### config.mk
export PLATFORM = sky130hd
export DESIGN_NAME = vga_box_renderer_flat
export DESIGN_NICKNAME = d
export VERILOG_FILES = /design/src/rtl/vga_box_renderer_if.sv /design/src/rtl/vga_box_renderer.sv /design/src/flat_wrapper.sv
export SDC_FILE = /design/constraint.sdc
export NUM_CORES = 1
export LEC_CHECK = 0
export BUFFER_PORTS_ARGS = -buffer_cell sky130_fd_sc_hd__buf_2
export CAP_MARGIN = 40
export CORE_MARGIN = 1
export CORE_UTILIZATION = 48
export CTS_BUF_LIST = sky130_fd_sc_hd__clkbuf_4 sky130_fd_sc_hd__clkbuf_8
export DETAILED_ROUTE_END_ITERATION = 10
export PLACE_DENSITY = 0.71
export SYNTH_ARGS = -nofsm -noshare
export SYNTH_HDL_FRONTEND = slang
export SYNTH_SLANG_ARGS = --single-unit
### constraint.sdc
create_clock -name clk -period 2.6 [get_ports clk]
set_input_delay 0.52 -clock clk [delete_from_list [all_inputs] [get_ports clk]]
set_output_delay 0.52 -clock clk [all_outputs]
set_load 0.03 [all_outputs]
### src/rtl/vga_box_renderer_if.sv
// Pixel-stream bundle between a VGA timing generator and the box renderer.
// master drives timing/pixel inputs; slave is the renderer.
interface vga_box_renderer_if;
    logic       clk_25MHz;
    logic [9:0] x;
    logic [9:0] y;
    logic       xyvalid;
    logic       hsync_in;
    logic       vsync_in;
    logic       pause;
    logic       hsync_out;
    logic       vsync_out;
    logic [3:0] red;
    logic [3:0] green;
    logic [3:0] blue;
    logic       frame_tick;
    logic [9:0] box_x;
    logic [9:0] box_y;

    modport master (
        output clk_25MHz, x, y, xyvalid, hsync_in, vsync_in, pause,
        input  hsync_out, vsync_out, red, green, blue, frame_tick, box_x, box_y
    );

    modport slave (
        input  clk_25MHz, x, y, xyvalid, hsync_in, vsync_in, pause,
        output hsync_out, vsync_out, red, green, blue, frame_tick, box_x, box_y
    );
endinterface

### src/rtl/vga_box_renderer.sv
// Two-stage pixel pipeline drawing a bouncing box over a background.
// Define VGA_RENDER_GRID_EN to overlay a 32-pixel grid on the background.
module vga_box_renderer #(
    parameter int unsigned BOX_W      = 32,
    parameter int unsigned BOX_H      = 32,
    parameter int unsigned STEP       = 2,
    parameter logic [11:0] BOX_COLOR  = 12'hF00,
    parameter logic [11:0] BG_COLOR   = 12'h00F,
    parameter logic [11:0] GRID_COLOR = 12'hFFF
) (
    input logic                clk,
    input logic                clr_n,
    vga_box_renderer_if.slave  vga
);

    localparam logic [10:0] BoxW  = 11'(BOX_W);
    localparam logic [10:0] BoxH  = 11'(BOX_H);
    localparam logic [10:0] StepW = 11'(STEP);
    localparam logic [10:0] XLim  = 11'(640 - BOX_W);
    localparam logic [10:0] YLim  = 11'(480 - BOX_H);

    typedef enum logic {StRight, StLeft} h_state_e;
    typedef enum logic {StDown, StUp} v_state_e;

    logic [9:0]  x_q, y_q;
    logic        valid_q, hs1_q, vs1_q;
    logic [11:0] color_q, color_d;
    logic        hs2_q, vs2_q;
    logic        vs_hist_q, frame_tick_q;
    logic        box_hit, grid_hit;
    logic [9:0]  box_x_q, box_x_d, box_y_q, box_y_d;
    h_state_e    h_state_q, h_state_d;
    v_state_e    v_state_q, v_state_d;

    // Pixel pipeline and vsync edge detector, all gated by the pixel enable.
    always_ff @(posedge clk or negedge clr_n) begin
        if (!clr_n) begin
            x_q          <= '0;
            y_q          <= '0;
            valid_q      <= 1'b0;
            hs1_q        <= 1'b1;
            vs1_q        <= 1'b1;
            color_q      <= '0;
            hs2_q        <= 1'b1;
            vs2_q        <= 1'b1;
            vs_hist_q    <= 1'b1;
            frame_tick_q <= 1'b0;
        end else if (vga.clk_25MHz) begin
            x_q          <= vga.x;
            y_q          <= vga.y;
            valid_q      <= vga.xyvalid;
            hs1_q        <= vga.hsync_in;
            vs1_q        <= vga.vsync_in;
            color_q      <= color_d;
            hs2_q        <= hs1_q;
            vs2_q        <= vs1_q;
            vs_hist_q    <= vga.vsync_in;
            frame_tick_q <= vs_hist_q & ~vga.vsync_in;
        end else begin
            frame_tick_q <= 1'b0;
        end
    end

    // 11-bit compares keep box_x+BOX_W from wrapping near the right edge.
    always_comb begin
        box_hit = ({1'b0, box_x_q} <= {1'b0, x_q}) && ({1'b0, x_q} < {1'b0, box_x_q} + BoxW) &&
                  ({1'b0, box_y_q} <= {1'b0, y_q}) && ({1'b0, y_q} < {1'b0, box_y_q} + BoxH);
    end

`ifdef VGA_RENDER_GRID_EN
    assign grid_hit = valid_q && ((x_q[4:0] == 5'd0) || (y_q[4:0] == 5'd0));
`else
    assign grid_hit = 1'b0;
`endif

    always_comb begin
        color_d = BG_COLOR;
        if (!valid_q)      color_d = 12'h000;
        else if (box_hit)  color_d = BOX_COLOR;
        else if (grid_hit) color_d = GRID_COLOR;
    end

    // Motion FSMs: advance once per unpaused frame tick, clamping at the edges.
    always_comb begin
        h_state_d = h_state_q;
        v_state_d = v_state_q;
        box_x_d   = box_x_q;
        box_y_d   = box_y_q;
        if (frame_tick_q && !vga.pause) begin
            unique case (h_state_q)
                StRight: begin
                    if ({1'b0, box_x_q} + StepW >= XLim) begin
                        box_x_d   = XLim[9:0];
                        h_state_d = StLeft;
                    end else begin
                        box_x_d = box_x_q + StepW[9:0];
                    end
                end
                StLeft: begin
                    if ({1'b0, box_x_q} <= StepW) begin
                        box_x_d   = '0;
                        h_state_d = StRight;
                    end else begin
                        box_x_d = box_x_q - StepW[9:0];
                    end
                end
            endcase
            unique case (v_state_q)
                StDown: begin
                    if ({1'b0, box_y_q} + StepW >= YLim) begin
                        box_y_d   = YLim[9:0];
                        v_state_d = StUp;
                    end else begin
                        box_y_d = box_y_q + StepW[9:0];
                    end
                end
                StUp: begin
                    if ({1'b0, box_y_q} <= StepW) begin
                        box_y_d   = '0;
                        v_state_d = StDown;
                    end else begin
                        box_y_d = box_y_q - StepW[9:0];
                    end
                end
            endcase
        end
    end

    always_ff @(posedge clk or negedge clr_n) begin
        if (!clr_n) begin
            box_x_q   <= '0;
            box_y_q   <= '0;
            h_state_q <= StRight;
            v_state_q <= StDown;
        end else begin
            box_x_q   <= box_x_d;
            box_y_q   <= box_y_d;
            h_state_q <= h_state_d;
            v_state_q <= v_state_d;
        end
    end

    assign vga.hsync_out  = hs2_q;
    assign vga.vsync_out  = vs2_q;
    assign vga.red        = color_q[11:8];
    assign vga.green      = color_q[7:4];
    assign vga.blue       = color_q[3:0];
    assign vga.frame_tick = frame_tick_q;
    assign vga.box_x      = box_x_q;
    assign vga.box_y      = box_y_q;

endmodule

### src/flat_wrapper.sv
// flat-port wrapper written by rule: the top's interface ports become plain ports
module vga_box_renderer_flat 
#(
    parameter int unsigned BOX_W      = 32,
    parameter int unsigned BOX_H      = 32,
    parameter int unsigned STEP       = 2,
    parameter logic [11:0] BOX_COLOR  = 12'hF00,
    parameter logic [11:0] BG_COLOR   = 12'h00F,
    parameter logic [11:0] GRID_COLOR = 12'hFFF
)
  (clk, clr_n, vga_clk_25MHz, vga_x, vga_y, vga_xyvalid, vga_hsync_in, vga_vsync_in, vga_pause, vga_hsync_out, vga_vsync_out, vga_red, vga_green, vga_blue, vga_frame_tick, vga_box_x, vga_box_y);
  vga_box_renderer_if vga_i ();
  input logic clk;
  input logic clr_n;
  input wire logic [$bits(vga_i.clk_25MHz)-1:0] vga_clk_25MHz;
  input wire logic [$bits(vga_i.x)-1:0] vga_x;
  input wire logic [$bits(vga_i.y)-1:0] vga_y;
  input wire logic [$bits(vga_i.xyvalid)-1:0] vga_xyvalid;
  input wire logic [$bits(vga_i.hsync_in)-1:0] vga_hsync_in;
  input wire logic [$bits(vga_i.vsync_in)-1:0] vga_vsync_in;
  input wire logic [$bits(vga_i.pause)-1:0] vga_pause;
  output wire logic [$bits(vga_i.hsync_out)-1:0] vga_hsync_out;
  output wire logic [$bits(vga_i.vsync_out)-1:0] vga_vsync_out;
  output wire logic [$bits(vga_i.red)-1:0] vga_red;
  output wire logic [$bits(vga_i.green)-1:0] vga_green;
  output wire logic [$bits(vga_i.blue)-1:0] vga_blue;
  output wire logic [$bits(vga_i.frame_tick)-1:0] vga_frame_tick;
  output wire logic [$bits(vga_i.box_x)-1:0] vga_box_x;
  output wire logic [$bits(vga_i.box_y)-1:0] vga_box_y;
  assign vga_i.clk_25MHz = vga_clk_25MHz;
  assign vga_i.x = vga_x;
  assign vga_i.y = vga_y;
  assign vga_i.xyvalid = vga_xyvalid;
  assign vga_i.hsync_in = vga_hsync_in;
  assign vga_i.vsync_in = vga_vsync_in;
  assign vga_i.pause = vga_pause;
  assign vga_hsync_out = vga_i.hsync_out;
  assign vga_vsync_out = vga_i.vsync_out;
  assign vga_red = vga_i.red;
  assign vga_green = vga_i.green;
  assign vga_blue = vga_i.blue;
  assign vga_frame_tick = vga_i.frame_tick;
  assign vga_box_x = vga_i.box_x;
  assign vga_box_y = vga_i.box_y;
  vga_box_renderer #(.BOX_W(BOX_W), .BOX_H(BOX_H), .STEP(STEP), .BOX_COLOR(BOX_COLOR), .BG_COLOR(BG_COLOR), .GRID_COLOR(GRID_COLOR)) u_core (.clk(clk), .clr_n(clr_n), .vga(vga_i));
endmodule
## Word level (Yosys, flattened, before mapping)

Index checks and enable logic that the tools add are counted.

- Register bits after elaboration: 60
- Input bits: 27
- Output and inout bits: 35
- Logic and storage cells: 53

- Add/sub/neg operators: 8
- $lt $le $gt $ge: 8
- Muxes and demuxes: 15
- Bitwise operators: 4
- Reductions and logical operators: 5

Operators with widths:

| kind | number |
|---|---|
| $mux W10 | 4 |
| $pmux W10 S2 | 2 |
| $mux W12 | 2 |
| $add A10 B2 Y11 const B | 2 |
| $add A10 B6 Y11 const B | 2 |
| $lt A10 B11 Y1 | 2 |
| $add A10 B2 Y10 const B | 2 |
| $le A10 B10 Y1 | 2 |
| $le A10 B2 Y1 const B | 2 |
| $sub A10 B2 Y10 const B | 2 |
| $ge A11 B10 Y1 const B | 1 |
| $ge A11 B9 Y1 const B | 1 |
| $mux W1 | 5 |
| $logic_and A1 B1 Y1 | 4 |
| $pmux W1 S2 | 2 |
| $not A1 Y1 | 3 |
| $and A1 B1 Y1 | 1 |
| $logic_not A1 Y1 | 1 |

## Depth between registers and ports, before layout

Gate-level depths: netlist (run 1).

- Depth in word-level cells: 7
- Gate-level depth with buffers: 10
- Mapped depth without buffers: 9

## Least setup slack after synthesis (run 1)

Ideal clock, no wire load.

- Path kind: register -> register
- From: register u_core.box_y_q[3], in the netlist u_core.vga.box_y[3]
- To: register u_core.color_q[10]
- Setup time: 0.066 ns
- Arrival: 2.370 ns
- Required time: 2.534 ns
- Slack: 0.164 ns
- Cell stages (with the launch flop): 10
- Buffers on the path: 1
- Clock period less this slack: 2.436 ns
- Cells stage by stage: dfrtp_1 > buf_2 > inv_1 > ha_1 > and3_1 > a211oi_1 > o211ai_1 > a2111o_1 > a211oi_2 > a22o_1

- Word-level cells in the longest chain between the ends: 5
- Elaborated cells on any way between the ends: 7
- Classes of those cells: 1 x add/sub; 2 x order compare; 2 x mux; 2 x reduce/logical

RTL lines:

| element | line | text |
|---|---|---|
| from (decl) | vga_box_renderer.sv:31 | `logic [9:0] box_x_q, box_x_d, box_y_q, box_y_d;` |
| from (signal assigned) | vga_box_renderer.sv:137 | `box_y_q <= box_y_d;` |
| $add A10 B6 Y11 / $le A10 B10 Y1 (equally long branches) | vga_box_renderer.sv:67 | `({1'b0, box_y_q} <= {1'b0, y_q}) && ({1'b0, y_q} < {1'b0, box_y_q} + BoxH);` |
| $lt A10 B11 Y1 / $logic_and A1 B1 Y1 (equally long branches) | vga_box_renderer.sv:67, vga_box_renderer.sv:66 |  |
| $logic_and A1 B1 Y1 * | vga_box_renderer.sv:67 |  |
| $mux W12 * | vga_box_renderer.sv:79 | `else if (box_hit) color_d = BOX_COLOR;` |
| $mux W12 * | vga_box_renderer.sv:78 | `if (!valid_q) color_d = 12'h000;` |
| to (signal assigned) | vga_box_renderer.sv:54 | `color_q <= color_d;` |
| to (decl) | vga_box_renderer.sv:27 | `logic [11:0] color_q, color_d;` |

Mark *: on every way between the ends. The rest lies on a longest branch, timed or not.
A chain may end at the register's enable or synchronous reset.

## Worst setup path in the final report (run 1)

- From: register u_core.box_x_q[5], in the netlist u_core.vga.box_x[5]
- To: register u_core.color_q[10]

- Word-level cells in the longest chain between the ends: 7
- Elaborated cells on any way between the ends: 8
- Classes of those cells: 1 x add/sub; 2 x order compare; 2 x mux; 3 x reduce/logical

RTL lines:

| element | line | text |
|---|---|---|
| from (decl) | vga_box_renderer.sv:31 |  |
| from (signal assigned) | vga_box_renderer.sv:136 | `box_x_q <= box_x_d;` |
| $add A10 B6 Y11 | vga_box_renderer.sv:66 | `box_hit = ({1'b0, box_x_q} <= {1'b0, x_q}) && ({1'b0, x_q} < {1'b0, box_x_q} + BoxW) &&` |
| $lt A10 B11 Y1 | vga_box_renderer.sv:66 |  |
| $logic_and A1 B1 Y1 * (2 in a row) | vga_box_renderer.sv:66 |  |
| $logic_and A1 B1 Y1 * | vga_box_renderer.sv:67 |  |
| $mux W12 * | vga_box_renderer.sv:79 |  |
| $mux W12 * | vga_box_renderer.sv:78 |  |

Marked as above.

==> impl_results.md, run 1 <==
- Final WL: 9620 µm
- Clock Power Share: 18.5%
- Critical path fanouts, max: 6
- Gr ovfl total: 0
- Fin. Hold Viols: 0
- Number of flops mapped to enable cells by yosys: 0
- Asr flop ratio synth: 100%
- Internal power: 1430 µW
- Power density cells: 566 nW/µm²
- Fin crit share: between 90% and 100%
- Ports: 62
- Vias in the first global route: 3,468
- Initial core utilization: 50.2%
- Total leakage power: 0.00208 µW
- First-iteration detailed-routing DRC count: approximately 170
- Fin area: 4380 µm²
- Combinational share of power: between 40% and 50%
- Hold slack: 98.5 ps
- Final Setup Violations: 0
- CTS max path bufs: 2
- Layout area overhead: 11.2%
- Htree depth: 2
- Initial antenna violation count: 0
- Core outline area: 7850 µm²
- Max Freq: 0.418 GHz
- Num CTS Buffers: 5
- Worst Skew: 11.9 ps
- Peak VDD IR: 0.410 mV
- # hold bufs at CTS: 0
- Via density: 5.78
- Seq/Total Area, Yosys: 30.6%
- CTS clk-pin slew, worst paths: ~90 ps
- Placer Congestion: 0.907
- Post-Synthesis Cells: 452
- RSZ-0062 raised after global routing: no
- P_sw: 1040 µW
- Max-Cap Viols: 0
- Switching share of power: 42.2%
- Fin nets: between 500 and 600
- Final min period: 2390 ps
- Max Transition Viols Final: 0
- Status: complete, no violations
- Ys Warns: 0
- Layout cells sized above 1: 23.7%
- 1st-pass router iterations: 4
- Largest net degree at the start of global routing: 46
- Gr usage total: 23.6%
- CP endpoint kind: flop
- Post-CTS Setup Inserts: 0
- DP Area: 4290 µm²
- CTS root buf: clkbuf_8
- Startpoint Class: flop
- Setup TNS: 0 ps
- Rel. slew slack: 65.1%
- Hpwl dp: 7350 µm
- Wire per inst: approximately 16 µm
- Syn Area/Cell: 8.71 µm²
- Skew-Pair Late Insertion Delay: 300 ps
- DRC: 0
- Worst-Margin Slew: 523 ps
- Total Power: 2480 µW
- Sequential share of power: roughly 38%
- Die Ht: approximately 93 µm
- Cell Area, Synth: 3940 µm²
- Distinct cell type count after synthesis: between 70 and 80
- Data arrival time of the critical path: 2630 ps
- Row count: 32
- Post-DRT Antenna Nets: 0
- # diodes: 0
- CTS sink count: 48
- Global-route wire length before repair: 16,300 µm
- Fillers: 721
- Top_reg_cell synth: dfrtp_1
- CTS tree: done
- Worst setup path category: reg2reg
- CP required: 2840 ps
- Worst hold path type: in2async
- Die Area: 8570 µm²
- Yosys reg bits: 48
- Port Buffers: 55
- Via count: 3,516
- Die W: 92.6 µm
## cells in the mapped netlist, types with 4 or more instances
library cell | n | area (µm²)
ha_1 | 46 | 576
dfrtp_1 | 44 | 1100
nand2_1 | 39 | 146
inv_1 | 37 | 139
o21ai_0 | 37 | 185
nor2_1 | 25 | 93.8
a21oi_1 | 21 | 105
nor3_1 | 17 | 85.1
buf_4 | 16 | 120
nand3_1 | 15 | 75.1
a31oi_1 | 9 | 56.3
nand4_1 | 9 | 56.3
a21o_1 | 8 | 60.1
clkbuf_1 | 8 | 30.0
mux2_2 | 7 | 78.8
buf_2 | 6 | 30.0
buf_6 | 6 | 67.6
o22ai_1 | 6 | 37.5
a211oi_1 | 5 | 37.5
a22o_1 | 5 | 43.8
xnor2_1 | 5 | 43.8
and2_1 | 4 | 25.0
dfstp_2 | 4 | 105
## critical path: stages (launching register included)
cell and delay [ps]:
dfrtp_1 450, ha_1 270, nand3_1 170, xor2_1 190, ha_1 320, a21oi_1 170, a21oi_1 90, a2111o_1 290
a211oi_2 230, a22o_1 150
## layout make-up
| type | count | area [µm²] | area share [%] |
|---|---|---|---|
| Tap cell | 102 | 128 | 2.92 |
| Clock buffer | 5 | 68.8 | 1.57 |
| Sequential cell | 48 | 1210 | 27.6 |
| Timing Repair Buffer | 80 | 463 | 10.6 |
| Multi-Input combinational cell | 332 | 2350 | 53.6 |
| Inverter | 38 | 143 | 3.26 |
| Clock inverter | 3 | 18.8 | 0.429 |
## metal layers
metal	up-vias	global-route usage [%]	part of all wire [%]
met1	1686	30.0	42
li1	1709	-	-
met4	0	6.90	1.9
met2	111	41.0	51
met3	10	3.78	5.1
met5	-	0	0
## through the flow
step           std cells  util, %  setup slack [ps]
4_1_cts              608     55.7               234
6_report             608     55.8               209
3_3_place_gp         600     54.6               278
2_1_floorplan        457        -               164
3_5_place_dp         600     54.6               266
5_1_grt              608     55.8              39.8
## power groups by stage
stage | registers [µW] | clock network (µW) | logic (µW)
after global placement | 941 | 0 | 1060
after global routing | 944 | 501 | 1210
final | 931 | 457 | 1090
after floorplan | 1060 | 0 | 655
after detailed placement | 946 | 0 | 1080
after CTS | 931 | 473 | 1080
## repair_timing
item	in CTS	in global routing
gates resized for setup	0	1
endpoints found under the hold margin	0	0
setup endpoints to repair	0	1
## cells in the final DEF (no fill, tap or decap), types with 3 or more instances in the layout
master / n
mux2_2: 7
nand3_1: 15
o22ai_1: 6
clkbuf_8: 5
and2_1: 4
ha_1: 46
xnor2_1: 5
a22o_1: 5
conb_1: 6
a21o_1: 8
o211ai_1: 3
buf_2: 55
dfstp_2: 4
nand2_1: 39
a21oi_1: 21
nor3_1: 17
nor2_1: 25
and4_1: 3
and3_1: 3
buf_4: 25
a31oi_1: 9
nand4_1: 9
a211oi_1: 5
dfrtp_1: 43
xor2_1: 3
o21ai_0: 37
inv_1: 37
## logic make-up after synthesis
kind of cell	share of synthesized area, %
AO/OA/AOI/OAI	21.7
flip-flops	30.6
AND/OR/NAND/NOR	18.5
XOR/XNOR	1.78
multiplexers	2.51
adder cells (fa/ha/maj)	14.6
other	0.0953
buffers and inverters	10.2
## flip-flops by register name (all words and copies together), names as in the netlist
signal                 flops
u_core.vga.box_x           9
u_core.h_state_q           1
u_core.vga.box_y           9
u_core.vga.vsync_out       1
u_core.vga.hsync_out       1
u_core.vs1_q               1
u_core.v_state_q           1
u_core.x_q                10
u_core.color_q             2
u_core.vga.frame_tick      1
u_core.valid_q             1
u_core.hs1_q               1
u_core.y_q                10
## path summary, 6_finish.rpt
kind	slack, ps	depth (start not counted)	endpoint	from
setup / recovery	210	9	u_core.color_q[10]$_DFFE_PN0P_	u_core.vga.box_x[5]$_DFFE_PN0P_
hold / removal	100	1	u_core.x_q[0]$_DFFE_PN0P_	clr_n
setup reg to reg	210	9	u_core.color_q[10]$_DFFE_PN0P_	u_core.vga.box_x[5]$_DFFE_PN0P_
hold reg to reg	490	2	u_core.vga.vsync_out$_DFFE_PN1P_	u_core.vga.vsync_out$_DFFE_PN1P_
max in group asynchronous	1700	2	u_core.vga.box_y[6]$_DFFE_PN0P_	clr_n
min in group clk	370	2	u_core.vga.frame_tick$_DFF_PN0_	vga_vsync_in
(Power assumes the default switching activity.)
==> inputs of run 2 (changes only) <==
Settings changed: BUFFER_PORTS_ARGS -buffer_cell sky130_fd_sc_hd__buf_2 to -buffer_cell sky130_fd_sc_hd__buf_4, TNS_END_PERCENT set to 100.
==> impl_results.md, run 2 (same netlist as run 1, synthesis figures left out) <==
- Fillers: 722
- Total leakage power: 0.00209 µW
- Num CTS Buffers: 5
- # diodes: 0
- 1st-pass router iterations: 5
- Max Transition Viols Final: 0
- Initial antenna violation count: 0
- Ports: 62
- CTS tree: done
- Switching share of power: 41.3%
- Final WL: between 9000 and 10,000 µm
- Critical Path Most Common Cell: ha_1
- Largest net degree at the start of global routing: 49
- CP cell instances: ha_1, nand3_1, xor2_1, ha_1, o2111ai_1, nor3_1, o22a_1, a211oi_2, a22o_1
- Initial core utilization: 50.2%
- Most frequent cells in the layout: buf_4, ha_1, dfrtp_1, nand2_1
- Register area: 1210 µm²
- Setup TNS: 0 ps
- Die Area: 8570 µm²
- CP delay by family, top: adder cells
- Hold slack: 218 ps
- Via count: ~3,500
- P_sw: 1060 µW
- Internal power: 1510 µW
- Core outline area: 7850 µm²
- Max Freq: about 0.41 GHz
- Worst hold path type: in2async
- Row count: 32
- Startpoint Class: flop
- Largest stage delay on the critical path: around 600 ps
- Sequential share of power: 36.4%
- Combinational share of power: 44.0%
- Die Ht: 92.6 µm
- CTS root buf: clkbuf_8
- Layout area overhead: 14.0%
- Worst-Margin Slew: 723 ps
- Die W: 92.6 µm
- CP bufs+invs: 0
- Global-route wire length before repair: 16,700 µm
- CTS max path bufs: 2
- CP required: 2800 ps
- Skew-Pair Late Insertion Delay: about 300 ps
- CTS clk-pin slew, worst paths: 100 ps
- Port Buffers: 55
- Vias in the first global route: 3,523
- Worst Skew: 7.01 ps
- Status: complete, no violations
- Hpwl dp: 7480 µm
- Via density: 5.83
- First-iteration detailed-routing DRC count: 116
- Htree depth: 2
- Slowest cell on crit path: dfrtp_1
- Critical path fanouts, max: 11
- Clock Power Share: 19.6%
- Multi-input logic area: 2350 µm²
- CP endpoint kind: flop
- Layout cells sized above 1: 23.0%
- Post-CTS Setup Inserts: 0
- RSZ-0062 raised after global routing: no
- Fin nets: 573
- Fin. Hold Viols: 0
- Worst setup path category: reg2reg
- Wire per inst: 16.5 µm
- Peak VDD IR: ~0.51 mV
- Max-Cap Viols: 0
- Power density cells: 574 nW/µm²
- Final min period: 2430 ps
- CTS sink count: 48
- Data arrival time of the critical path: 2620 ps
- Most common cell after layout, fill and taps aside: buf_4
- Gr ovfl total: 0
- DRC: 0
- Placer Congestion: 0.899
- Fin crit share: just over 90%
- Final Setup Violations: 0
- Rel. slew slack: 51.8%
- Top flop regs: u_core.x_q x10, u_core.y_q x10
- Post-DRT Antenna Nets: 0
- Gr usage total: 24.5%
## run 2: changes by cell type in the layout (fill, tap and decap cells not counted)
cell      previous run  this run
clkinv_2             2         0
buf_2               55         0
buf_4               25        75
clkbuf_8             5         6
clkbuf_4             0         1
## run 2: routing by layer
| metal | share of wire [%] | vias to the layer above | GRT usage, % |
|---|---|---|---|
| met3 | 4.4 | 25 | 3.61 |
| met5 | 0 | - | 0 |
| met2 | 51 | 105 | 42.5 |
| met4 | 2.9 | 0 | 10.4 |
| li1 | - | 1699 | - |
| met1 | 42 | 1684 | 30.1 |
## run 2: final timing paths
| path | slack (ps) | end | cells after the start | from |
|---|---|---|---|---|
| worst max register to register | 170 | u_core.color_q[10]$_DFFE_PN0P_ | 9 | u_core.vga.box_y[6]$_DFFE_PN0P_ |
| worst min-delay path | 220 | u_core.vga.box_x[1]$_DFFE_PN0P_ | 1 | clr_n |
| min in group clk | 370 | u_core.vga.frame_tick$_DFF_PN0_ | 2 | vga_vsync_in |
| max in group asynchronous | 1930 | u_core.vga.box_x[6]$_DFFE_PN0P_ | 1 | clr_n |
| worst max-delay path | 170 | u_core.color_q[10]$_DFFE_PN0P_ | 9 | u_core.vga.box_y[6]$_DFFE_PN0P_ |
| worst min register to register | 480 | u_core.vga.vsync_out$_DFFE_PN1P_ | 2 | u_core.vga.vsync_out$_DFFE_PN1P_ |
## run 2: what timing repair did
item	CTS	global route
endpoints found under the setup margin	0	1
hold buffers	0	0
resized for setup	0	1
## run 2: power by group through the flow
stage	Sequential, µW	Combinational (µW)	Clock, µW
2_1_floorplan	1060	655	0
3_3_place_gp	947	1100	0
3_5_place_dp	952	1130	0
4_1_cts	937	1140	514
5_1_grt	951	1260	546
6_report	937	1130	505
## run 2: through the flow
| step | power (µW) | util (%) | setup slack, ps | cells | area [µm²] |
|---|---|---|---|---|---|
| 2_1_floorplan | 1710 | - | 164 | 457 | 3960 |
| 3_3_place_gp | 2050 | 55.9 | 306 | 595 | 4390 |
| 3_5_place_dp | 2080 | 55.9 | 214 | 595 | 4390 |
| 4_1_cts | 2590 | 57.2 | 179 | 603 | 4490 |
| 5_1_grt | 2760 | 57.2 | 10.7 | 603 | 4490 |
| 6_report | 2580 | 57.2 | 174 | 603 | 4490 |
## run 2: worst register-to-register path, stage by stage, from the launching register on
cell and delay [ps]:
dfrtp_1 600, ha_1 310, nand3_1 140, xor2_1 170
ha_1 330, o2111ai_1 130, nor3_1 200, o22a_1 200
a211oi_2 50, a22o_1 180
## run 2: cell type report
type	instances	area share, %
Multi-Input combinational cell	332	52.3
Sequential cell	48	26.9
Timing Repair Buffer	75	12.5
Inverter	38	3.18
Tap cell	102	2.84
Clock buffer	7	2.01
Clock inverter	1	0.195
